**config.mk**
```make
export PLATFORM = sky130hd
export DESIGN_NAME = cmos_timing_gen
export DESIGN_NICKNAME = d
export VERILOG_FILES = /design/src/rtl/cmos_timing_gen.sv
export SDC_FILE = /design/constraint.sdc
export NUM_CORES = 1
export LEC_CHECK = 0
export ABC_AREA = 1
export CAP_MARGIN = 20
export CORE_ASPECT_RATIO = 1.2
export CORE_UTILIZATION = 50
export DETAILED_ROUTE_END_ITERATION = 6
export HOLD_SLACK_MARGIN = 0.06
export PLACE_DENSITY = 0.82
export SLEW_MARGIN = 25
export SYNTH_ARGS = -nofsm -noshare
export SYNTH_HDL_FRONTEND = slang
export SYNTH_SLANG_ARGS = --single-unit
```
**constraint.sdc**
```tcl
create_clock -name sys_clock -period 7.1 [get_ports sys_clock]
set_input_delay 1.065 -clock sys_clock [delete_from_list [all_inputs] [get_ports sys_clock]]
set_output_delay 1.065 -clock sys_clock [all_outputs]
set_load 0.01 [all_outputs]
```
**src/rtl/cmos_timing_gen.sv**
```systemverilog
// CMOS sensor style timing generator: VSYNC, vertical blank, then HREF lines.
// Nested pixel/line counters advance on pix_en; all outputs are registered.
module cmos_timing_gen #(
    parameter int DATA_W = 8,
    parameter int CNT_W  = 12
) (
    input  logic              sys_clock,
    input  logic              reset,
    input  logic              pix_en,
    input  logic              start,
    input  logic              stop,
    input  logic [CNT_W-1:0]  h_size,
    input  logic [CNT_W-1:0]  v_size,
    input  logic [CNT_W-1:0]  h_blank,
    input  logic [CNT_W-1:0]  v_blank,
    input  logic [CNT_W-1:0]  vsync_len,
    input  logic [CNT_W-1:0]  frame_cnt,
    input  logic [1:0]        mode,
    input  logic [DATA_W-1:0] const_val,
    output logic              cmos_href,
    output logic              cmos_vsync,
    output logic [DATA_W-1:0] cmos_data,
    output logic              busy,
    output logic              frame_done,
    output logic              cfg_err
);

    typedef enum logic [1:0] {
        IDLE,
        VSYNC,
        VBLANK,
        ACTIVE
    } state_t;

    localparam logic [CNT_W:0] ONE_W = {{CNT_W{1'b0}}, 1'b1};

    state_t            state;
    logic [CNT_W-1:0]  col;
    logic [CNT_W-1:0]  line_idx;
    logic [CNT_W-1:0]  frm_idx;
    logic              stop_flag;
    logic [DATA_W-1:0] pix_ctr;

    logic [CNT_W-1:0]  r_h_size;
    logic [CNT_W-1:0]  r_v_size;
    logic [CNT_W-1:0]  r_h_blank;
    logic [CNT_W-1:0]  r_v_blank;
    logic [CNT_W-1:0]  r_vsync_len;
    logic [CNT_W-1:0]  r_frame_cnt;
    logic [1:0]        r_mode;
    logic [DATA_W-1:0] r_const_val;

    logic [CNT_W:0]    col_inc;
    logic [CNT_W:0]    line_inc;
    logic [CNT_W:0]    frm_inc;
    logic [CNT_W:0]    line_len;
    logic [CNT_W-1:0]  state_lines;
    logic              line_end;
    logic              state_end;
    logic              run_end;
    logic              cfg_bad;

    state_t            nxt_state;
    logic [CNT_W-1:0]  nxt_col;
    logic [CNT_W-1:0]  nxt_line;
    logic              nxt_href;
    logic [DATA_W-1:0] nxt_data;

    assign cfg_bad = (h_size == '0) || (v_size == '0) || (vsync_len == '0);

    // Position bookkeeping: line ends after h_size+h_blank ticks, a state
    // ends after its line count; the last ACTIVE line closes the frame.
    always_comb begin
        col_inc  = {1'b0, col} + ONE_W;
        line_inc = {1'b0, line_idx} + ONE_W;
        frm_inc  = {1'b0, frm_idx} + ONE_W;
        line_len = {1'b0, r_h_size} + {1'b0, r_h_blank};
        state_lines = '0;
        case (state)
            VSYNC:   state_lines = r_vsync_len;
            VBLANK:  state_lines = r_v_blank;
            ACTIVE:  state_lines = r_v_size;
            default: state_lines = '0;
        endcase
        line_end  = (col_inc == line_len);
        state_end = line_end && (line_inc == {1'b0, state_lines});
        run_end   = stop_flag || stop ||
                    ((r_frame_cnt != '0) && (frm_inc == {1'b0, r_frame_cnt}));
    end

    always_comb begin
        nxt_state = state;
        nxt_col   = col;
        nxt_line  = line_idx;
        if (!line_end) begin
            nxt_col = col_inc[CNT_W-1:0];
        end else begin
            nxt_col = '0;
            if (!state_end) begin
                nxt_line = line_inc[CNT_W-1:0];
            end else begin
                nxt_line = '0;
                case (state)
                    VSYNC:   nxt_state = (r_v_blank != '0) ? VBLANK : ACTIVE;
                    VBLANK:  nxt_state = ACTIVE;
                    ACTIVE:  nxt_state = run_end ? IDLE : VSYNC;
                    default: nxt_state = IDLE;
                endcase
            end
        end
    end

    always_comb begin
        nxt_href = (nxt_state == ACTIVE) && (nxt_col < r_h_size);
        nxt_data = '0;
        unique case (r_mode)
            2'd0: nxt_data = pix_ctr;
            2'd1: nxt_data = DATA_W'(nxt_col);
            2'd2: nxt_data = DATA_W'(nxt_line);
            2'd3: nxt_data = r_const_val;
            default: nxt_data = '0;
        endcase
    end

    always_ff @(posedge sys_clock or negedge reset) begin
        if (!reset) begin
            state       <= IDLE;
            col         <= '0;
            line_idx    <= '0;
            frm_idx     <= '0;
            stop_flag   <= 1'b0;
            pix_ctr     <= '0;
            r_h_size    <= '0;
            r_v_size    <= '0;
            r_h_blank   <= '0;
            r_v_blank   <= '0;
            r_vsync_len <= '0;
            r_frame_cnt <= '0;
            r_mode      <= '0;
            r_const_val <= '0;
            cmos_href   <= 1'b0;
            cmos_vsync  <= 1'b0;
            cmos_data   <= '0;
            busy        <= 1'b0;
            frame_done  <= 1'b0;
            cfg_err     <= 1'b0;
        end else begin
            frame_done <= 1'b0;
            if (state != IDLE && stop) begin
                stop_flag <= 1'b1;
            end
            if (state == IDLE) begin
                if (start && cfg_bad) begin
                    cfg_err <= 1'b1;
                end else if (start) begin
                    cfg_err     <= 1'b0;
                    r_h_size    <= h_size;
                    r_v_size    <= v_size;
                    r_h_blank   <= h_blank;
                    r_v_blank   <= v_blank;
                    r_vsync_len <= vsync_len;
                    r_frame_cnt <= frame_cnt;
                    r_mode      <= mode;
                    r_const_val <= const_val;
                    state       <= VSYNC;
                    col         <= '0;
                    line_idx    <= '0;
                    frm_idx     <= '0;
                    stop_flag   <= 1'b0;
                    pix_ctr     <= '0;
                    busy        <= 1'b1;
                    cmos_vsync  <= 1'b1;
                    cmos_href   <= 1'b0;
                    cmos_data   <= '0;
                end
            end else if (pix_en) begin
                state      <= nxt_state;
                col        <= nxt_col;
                line_idx   <= nxt_line;
                busy       <= (nxt_state != IDLE);
                cmos_vsync <= (nxt_state == VSYNC);
                cmos_href  <= nxt_href;
                cmos_data  <= nxt_href ? nxt_data : '0;
                if (nxt_href && r_mode == 2'd0) begin
                    pix_ctr <= pix_ctr + 1'b1;
                end
                if (state == ACTIVE && state_end) begin
                    frame_done <= 1'b1;
                    frm_idx    <= frm_inc[CNT_W-1:0];
                    stop_flag  <= 1'b0;
                end
            end
        end
    end

endmodule

```
* Word-level counts from Yosys, hierarchy flattened
Index checks and enable logic that the tools add are counted.
Word-level totals: flip-flop bits (word level) 142, latch bits 0, memory bits (writable) 0, bits in read-only memories 0, input bits 87, output and inout bits 13, logic and storage cells 123, memories kept 0
Cells by class: add/sub/neg operators 5, multipliers 0, divide/modulo/power cells 0, magnitude comparators 1, eq/ne operators 13, shift operators 0, muxes and demuxes 51, bitwise operators 1, reductions and logical operators 31
Operator list (number):
- two-way mux 12 bit | 12
- two-way mux 8 bit | 8
- adder 12 x 1 -> 13 bit (second input constant) | 3
- logical NOT 12 bit | 3
- case mux 12 bit (3 select lines) | 1
- case mux 8 bit (4 select lines) | 1
- equality test 13 x 12 -> 1 bit | 2
- nonzero test 12 bit | 2
- two-way mux 1 bit | 22
- nonzero test 2 bit | 7
- adder 12 x 12 -> 13 bit | 1
- equality test 13 bit | 1
- less-than comparator 12 bit | 1
- two-way mux 2 bit | 6
- AND reduction 4 bit | 3
- equality test 2 bit (second input constant) | 5
- adder 8 x 1 -> 8 bit (second input constant) | 1
- logical AND 1 bit | 7
- equality test 2 x 1 -> 1 bit (second input constant) | 3
- case mux 2 bit (3 select lines) | 1
- AND reduction 3 bit | 2
- logical NOT 2 bit | 2
- logical OR 1 bit | 4
- inequality test 2 bit (second input constant) | 2
- other kinds (2) | 2

* Longest topological paths before layout
depth after elaboration 14, gate-level depth with buffers 30, gate-level depth less buffers 29

* Least setup slack after synthesis
Ideal clock, no wire load.
kind register -> register, start reg r_h_size[0], end reg pix_ctr[0], setup time 0.117 ns, data arrival time 3.504 ns, required time 6.983 ns, setup slack 3.479 ns, stages on the path, launching flop included 26, path buffers 1, clock period less this slack 3.621 ns, path through dfrtp_1 > ha_1 > inv_1 > fa_1 > inv_1 > nand3_1 > nand2_1 > a21oi_1 > o21ai_0 > xor2_1 > inv_1 > nand3_2 > buf_2 > nand2_1 > inv_1 > ha_1 > a21oi_1 > nor2_1 > a211oi_1 > nand3_2 > a21oi_2 > nand4_2 > nand2_4 > nand2_4 > nand2_1 > nand2_1
Between the ends: cells in the longest elaborated chain, start to end 10, elaborated cells on any way between the ends 12, those cells by class add/sub: 1; order compare: 1; eq/ne: 2; mux: 3; reduce/logical: 5
RTL lines:
- start, declared | RTL line 44 | logic [CNT_W-1:0] r_h_size;
- start signal, assigned | RTL line 157 | r_h_size <= h_size;
- branches (longest 6 deep; another with adder 12 x 12 -> 13 bit)
- logical AND 1 bit (*) | RTL line 114 | nxt_href = (nxt_state == ACTIVE) && (nxt_col < r_h_size);
- logical AND 1 bit (*) | RTL line 184 | if (nxt_href && r_mode == 2'd0) begin
- nonzero test 2 bit (no source line) (*)
- AND reduction 4 bit (no source line) (*)
- end signal, assigned | RTL line 185 | pix_ctr <= pix_ctr + 1'b1;
- end, declared | RTL line 42 | logic [DATA_W-1:0] pix_ctr;
Mark *: on every way between the ends. A chain may end at the register's enable or synchronous reset.

* Final worst setup path
start reg state[1], end reg stop_flag
Between the ends: cells in the longest elaborated chain, start to end 8, elaborated cells on any way between the ends 16, those cells by class eq/ne: 4; mux: 7; reduce/logical: 5
RTL lines:
- start, declared | RTL line 37 | state_t state;
- start signal, assigned | RTL line 177 | state <= nxt_state;
- equality test 2 bit, or another cell as far along | RTL line 79, 187
- case mux 12 bit (3 select lines) | RTL line 79 | case (state)
- equality test 13 x 12 -> 1 bit | RTL line 86 | state_end = line_end && (line_inc == {1'b0, state_lines});
- logical AND 1 bit | RTL line 86
- logical AND 1 bit | RTL line 187 | if (state == ACTIVE && state_end) begin
- two-way mux 1 bit | RTL line 187
- two-way mux 1 bit | RTL line 176 | end else if (pix_en) begin
- two-way mux 1 bit (*) | RTL line 152 | if (state == IDLE) begin
- end signal, assigned | RTL line 150 | stop_flag <= 1'b1;
- end signal, assigned | RTL line 169 | stop_flag <= 1'b0;
- end signal, assigned | RTL line 190 | stop_flag <= 1'b0;
- end, declared | RTL line 41 | logic stop_flag;
Mark *: on every way between the ends. The rest lies on a longest branch, timed or not.

==> impl_results.md <==
* Antenna violations before repair at 0
* Start point of the worst hold path: r_v_size[7]
* Final setup violation count at 0
* Slew at the pin closest to its max-slew limit at 0.9996 ns
* Setup TNS at 0 ns
* Distinct cells, synth at slightly below 50
* Routed wirelength normalized by instance count at 15.38 um
* Root Driver: sky130_fd_sc_hd__clkbuf_16
* Worst R2R Start: state[1]
* Number of antenna diodes at 0
* Worst setup margin at approximately 2.1 ns
* Final Cycle Share at around 70%
* Most common library cell in the layout ignoring fill and taps: sky130_fd_sc_hd__nand2_1
* Site row count at between 50 and 60
* Power density over the cells at roughly 380 mW/mm^2
* Unrepaired setup endpoints after global routing: false
* Setup Slack @ Placement at about 2 ns
* Net count of the mapped netlist at around 1400
* Classification of the worst setup path: register to register
* Syn Inst Count at 1305
* R2R setup slack at around 2.1 ns
* DRC viols at 0
* Gp weighted congestion at roughly 0.95
* Number of search-and-repair iterations in the first detailed-routing pass at 5
* Critical path's most frequent cell: sky130_fd_sc_hd__inv_1
* Reg clk slew, reported paths at 0.06 ns
* Asr flop ratio synth at between 90% and 100%
* GRT Overall Usage at between 20% and 30%
* Post-CTS setup buffer count at 0
* Grt total ovfl at 0
* Maximum frequency from static timing analysis at roughly 200 MHz
* Number of I/O port buffers at approximately 100
* Critical path startpoint category: register
* Post-synthesis to final-layout area growth at 19.19%
* Critical path's slowest cell: sky130_fd_sc_hd__nor2_1
* First-pass GRT wire length at just over 40000 um
* Share of layout cells above drive strength 1 at under 10%
* Endpoint of the worst hold-timing path: r_v_size[7]
* Clock Latency Late Sink at 0.43 ns
* Sequential fraction of the synthesis area at roughly two fifths
* Required time reported for the critical path endpoint at approximately 7.5 ns
* Final-report max-slew violation count at 0
* CP Data Arrival Time at 5.36 ns
* Mapped Avg Cell Area at 6.900 um^2
* Crit Path Max Fanout at 30
* Sink count of the clock tree at between 100 and 150
* TritonCTS clock tree: built
* Area of the die at around 0.019 mm^2
* Type of the tightest min-delay check: register to register
* Number of warnings reported in the yosys synthesis log at 0
* Vias at approximately 8900
* Core utilization of the finished layout at between 60% and 70%
* Fill cell total of the finished layout at 1593
* Reg2reg end: stop_flag
* Bufs and invs on worst path at 6
* Final standard cell area without fillers at 0.01073 mm^2
* Final critical-path required period at 4.990 ns
* Max Clock Skew at about 0.014 ns
* Htree depth at 4
* Nets@finish at approximately 1500
* Critical path's largest stage delay at 0.84 ns
* HPWL after detailed placement at about 18000 um
* Per-cell via count in the routed design at between 5 and 6
* Number of non-filler instances in the completed layout at roughly 1600
* Starting density of the core at about half
* EDFF count, synth at 0
* Routed Wire Length at between 20000 and 25000 um
* Dpl cell area at between 0.01 and 0.015 mm^2
* Run status: completed
* Worst hold path depth at 2
* Cell-by-cell listing of the critical path: inv_1 > ha_1 > inv_2 > nand2_1 > inv_1 > nor2_1 > inv_1 > nand2_1 > clkinv_1 > or2_2 > inv_1
* Kind of end point of the critical path: register
* Maximum VDD drop at 242.8 uV
* FF+latch count, synth at ~140
* Instance count after placement with tap cells included at 1592
* Number of global-route vias before repair at 8856
* Commonest non-fill, non-tap cells in the layout: sky130_fd_sc_hd__nand2_1 (527), sky130_fd_sc_hd__dfrtp_1 (142), sky130_fd_sc_hd__inv_1 (136)
* Number of DRC markers after the initial detailed-route iteration at 742
* Synth Flop Type: sky130_fd_sc_hd__dfrtp_1
* Relative slew slack at 33.29%
* Total count of hold-check failures in the final report at 0
* CTS-repair resized insts at 0
* Total core area at around 0.018 mm^2
* Total standard cell area after synthesis at roughly 0.0090 mm^2
* Die outline width at roughly 120 um
* Number of nets still failing antenna checks after routing at 0
* Category of cells accounting for the largest share of critical-path delay: simple AND/OR/NAND/NOR gates
* Number of buffers created by CTS at 17
* Pin count of the biggest net entering global routing at 108
* Cts hold-fix bufs at 0
* Number of cells on the worst reg-to-reg path at 11
* Static Leakage at 0.005372 uW
* Y dimension of the die at 149.0 um
* Ports placed on the boundary at 100
* Reported max-cap violation count at 0
* Bufs on Longest Clock Path at 2
[where the power goes]
group	leakage (uW)	internal [uW]	switching, uW
Clock	0.000282	542	353
Sequential	0.00183	1070	196
Combinational	0.00326	647	1220
[through the flow]
step                      total power (uW)  hold slack [ns]
final                                 4025           0.4781
after global routing                  4354           0.4983
after CTS                             4016           0.4815
after detailed placement              3101           0.4650
after global placement                3046           0.4639
after floorplan                       2601           0.4491
[cell type report]
type / instances / area, um^2 / share of cell area [%]
inverters: 147 / 551.8 / 5.141
clock inverters: 8 / 107.6 / 1.003
multi-input cells: 981 / 4760 / 44.35
repair buffers: 102 / 1015 / 9.454
clock buffers: 21 / 470.5 / 4.383
flip-flops and latches: 142 / 3553 / 33.11
well taps: 220 / 275.3 / 2.565
[cell usage after synthesis, types with 9 or more instances]
| cell type | n | share of area [%] |
|---|---|---|
| sky130_fd_sc_hd__nand2_1 | 527 | 22 |
| sky130_fd_sc_hd__dfrtp_1 | 142 | 39 |
| sky130_fd_sc_hd__o22ai_1 | 24 | 1.7 |
| sky130_fd_sc_hd__o21ai_0 | 55 | 3.1 |
| sky130_fd_sc_hd__nor3_1 | 16 | 0.89 |
| sky130_fd_sc_hd__ha_1 | 29 | 4.0 |
| sky130_fd_sc_hd__nand2_2 | 9 | 0.63 |
| sky130_fd_sc_hd__nor4_1 | 14 | 0.97 |
| sky130_fd_sc_hd__inv_2 | 9 | 0.38 |
| sky130_fd_sc_hd__clkbuf_1 | 24 | 1.0 |
| sky130_fd_sc_hd__nor2_1 | 70 | 2.9 |
| sky130_fd_sc_hd__o21ai_1 | 10 | 0.56 |
| sky130_fd_sc_hd__a21oi_1 | 27 | 1.5 |
| sky130_fd_sc_hd__inv_1 | 136 | 5.7 |
| sky130_fd_sc_hd__xor2_1 | 13 | 1.3 |
| sky130_fd_sc_hd__nand3_1 | 110 | 6.1 |
| sky130_fd_sc_hd__nand4_1 | 15 | 1.0 |
[cells by family after synthesis]
group                    Yosys count  synth area share (%)
AO/OA/AOI/OAI                    133                 8.295
flip-flops                       142                 39.46
AND/OR/NAND/NOR                  796                 37.79
adder cells (fa/ha/maj)           30                 4.252
buffers and inverters            182                 7.739
XOR/XNOR                          21                 2.348
multiplexers                       1                0.1112
[registers in the layout, summed over array words and instances (netlist names), 8 cells and up]
register     cells
col             12
frm_idx         12
line_idx        12
r_frame_cnt     12
r_h_blank       12
r_h_size        12
r_v_blank       12
r_v_size        12
r_vsync_len     12
cmos_data        8
pix_ctr          8
r_const_val      8
[how the worst max path moves through the flow]
| stage | startpoint | to | slack [ns] | cells past startpoint |
|---|---|---|---|---|
| after CTS | state[1] | stop_flag | 2.22 | 11 |
| after global placement | h_size[9] | stop_flag | 2.08 | 11 |
| final | state[1] | stop_flag | 2.11 | 11 |
| after global routing | state[1] | stop_flag | 1.75 | 11 |
| after floorplan | r_h_size[0] | pix_ctr[0] | 3.48 | 25 |
| after detailed placement | h_size[9] | stop_flag | 2.05 | 11 |
[worst register-to-register path, delay by kind of cell (launching register included)]
kind	cells	cell delay (ns)
simple gates	4	2.19
flops	1	0.40
buf+inv	6	1.94
fa+ha+maj	1	0.42
[routing by layer]
layer	GRT usage (%)	wire length, um
met1	32.57	10310
met2	49.86	12520
met5	0	0
met4	15.18	1044
met3	4.340	1056
Note: power is estimated with default switching activity, not from simulation.
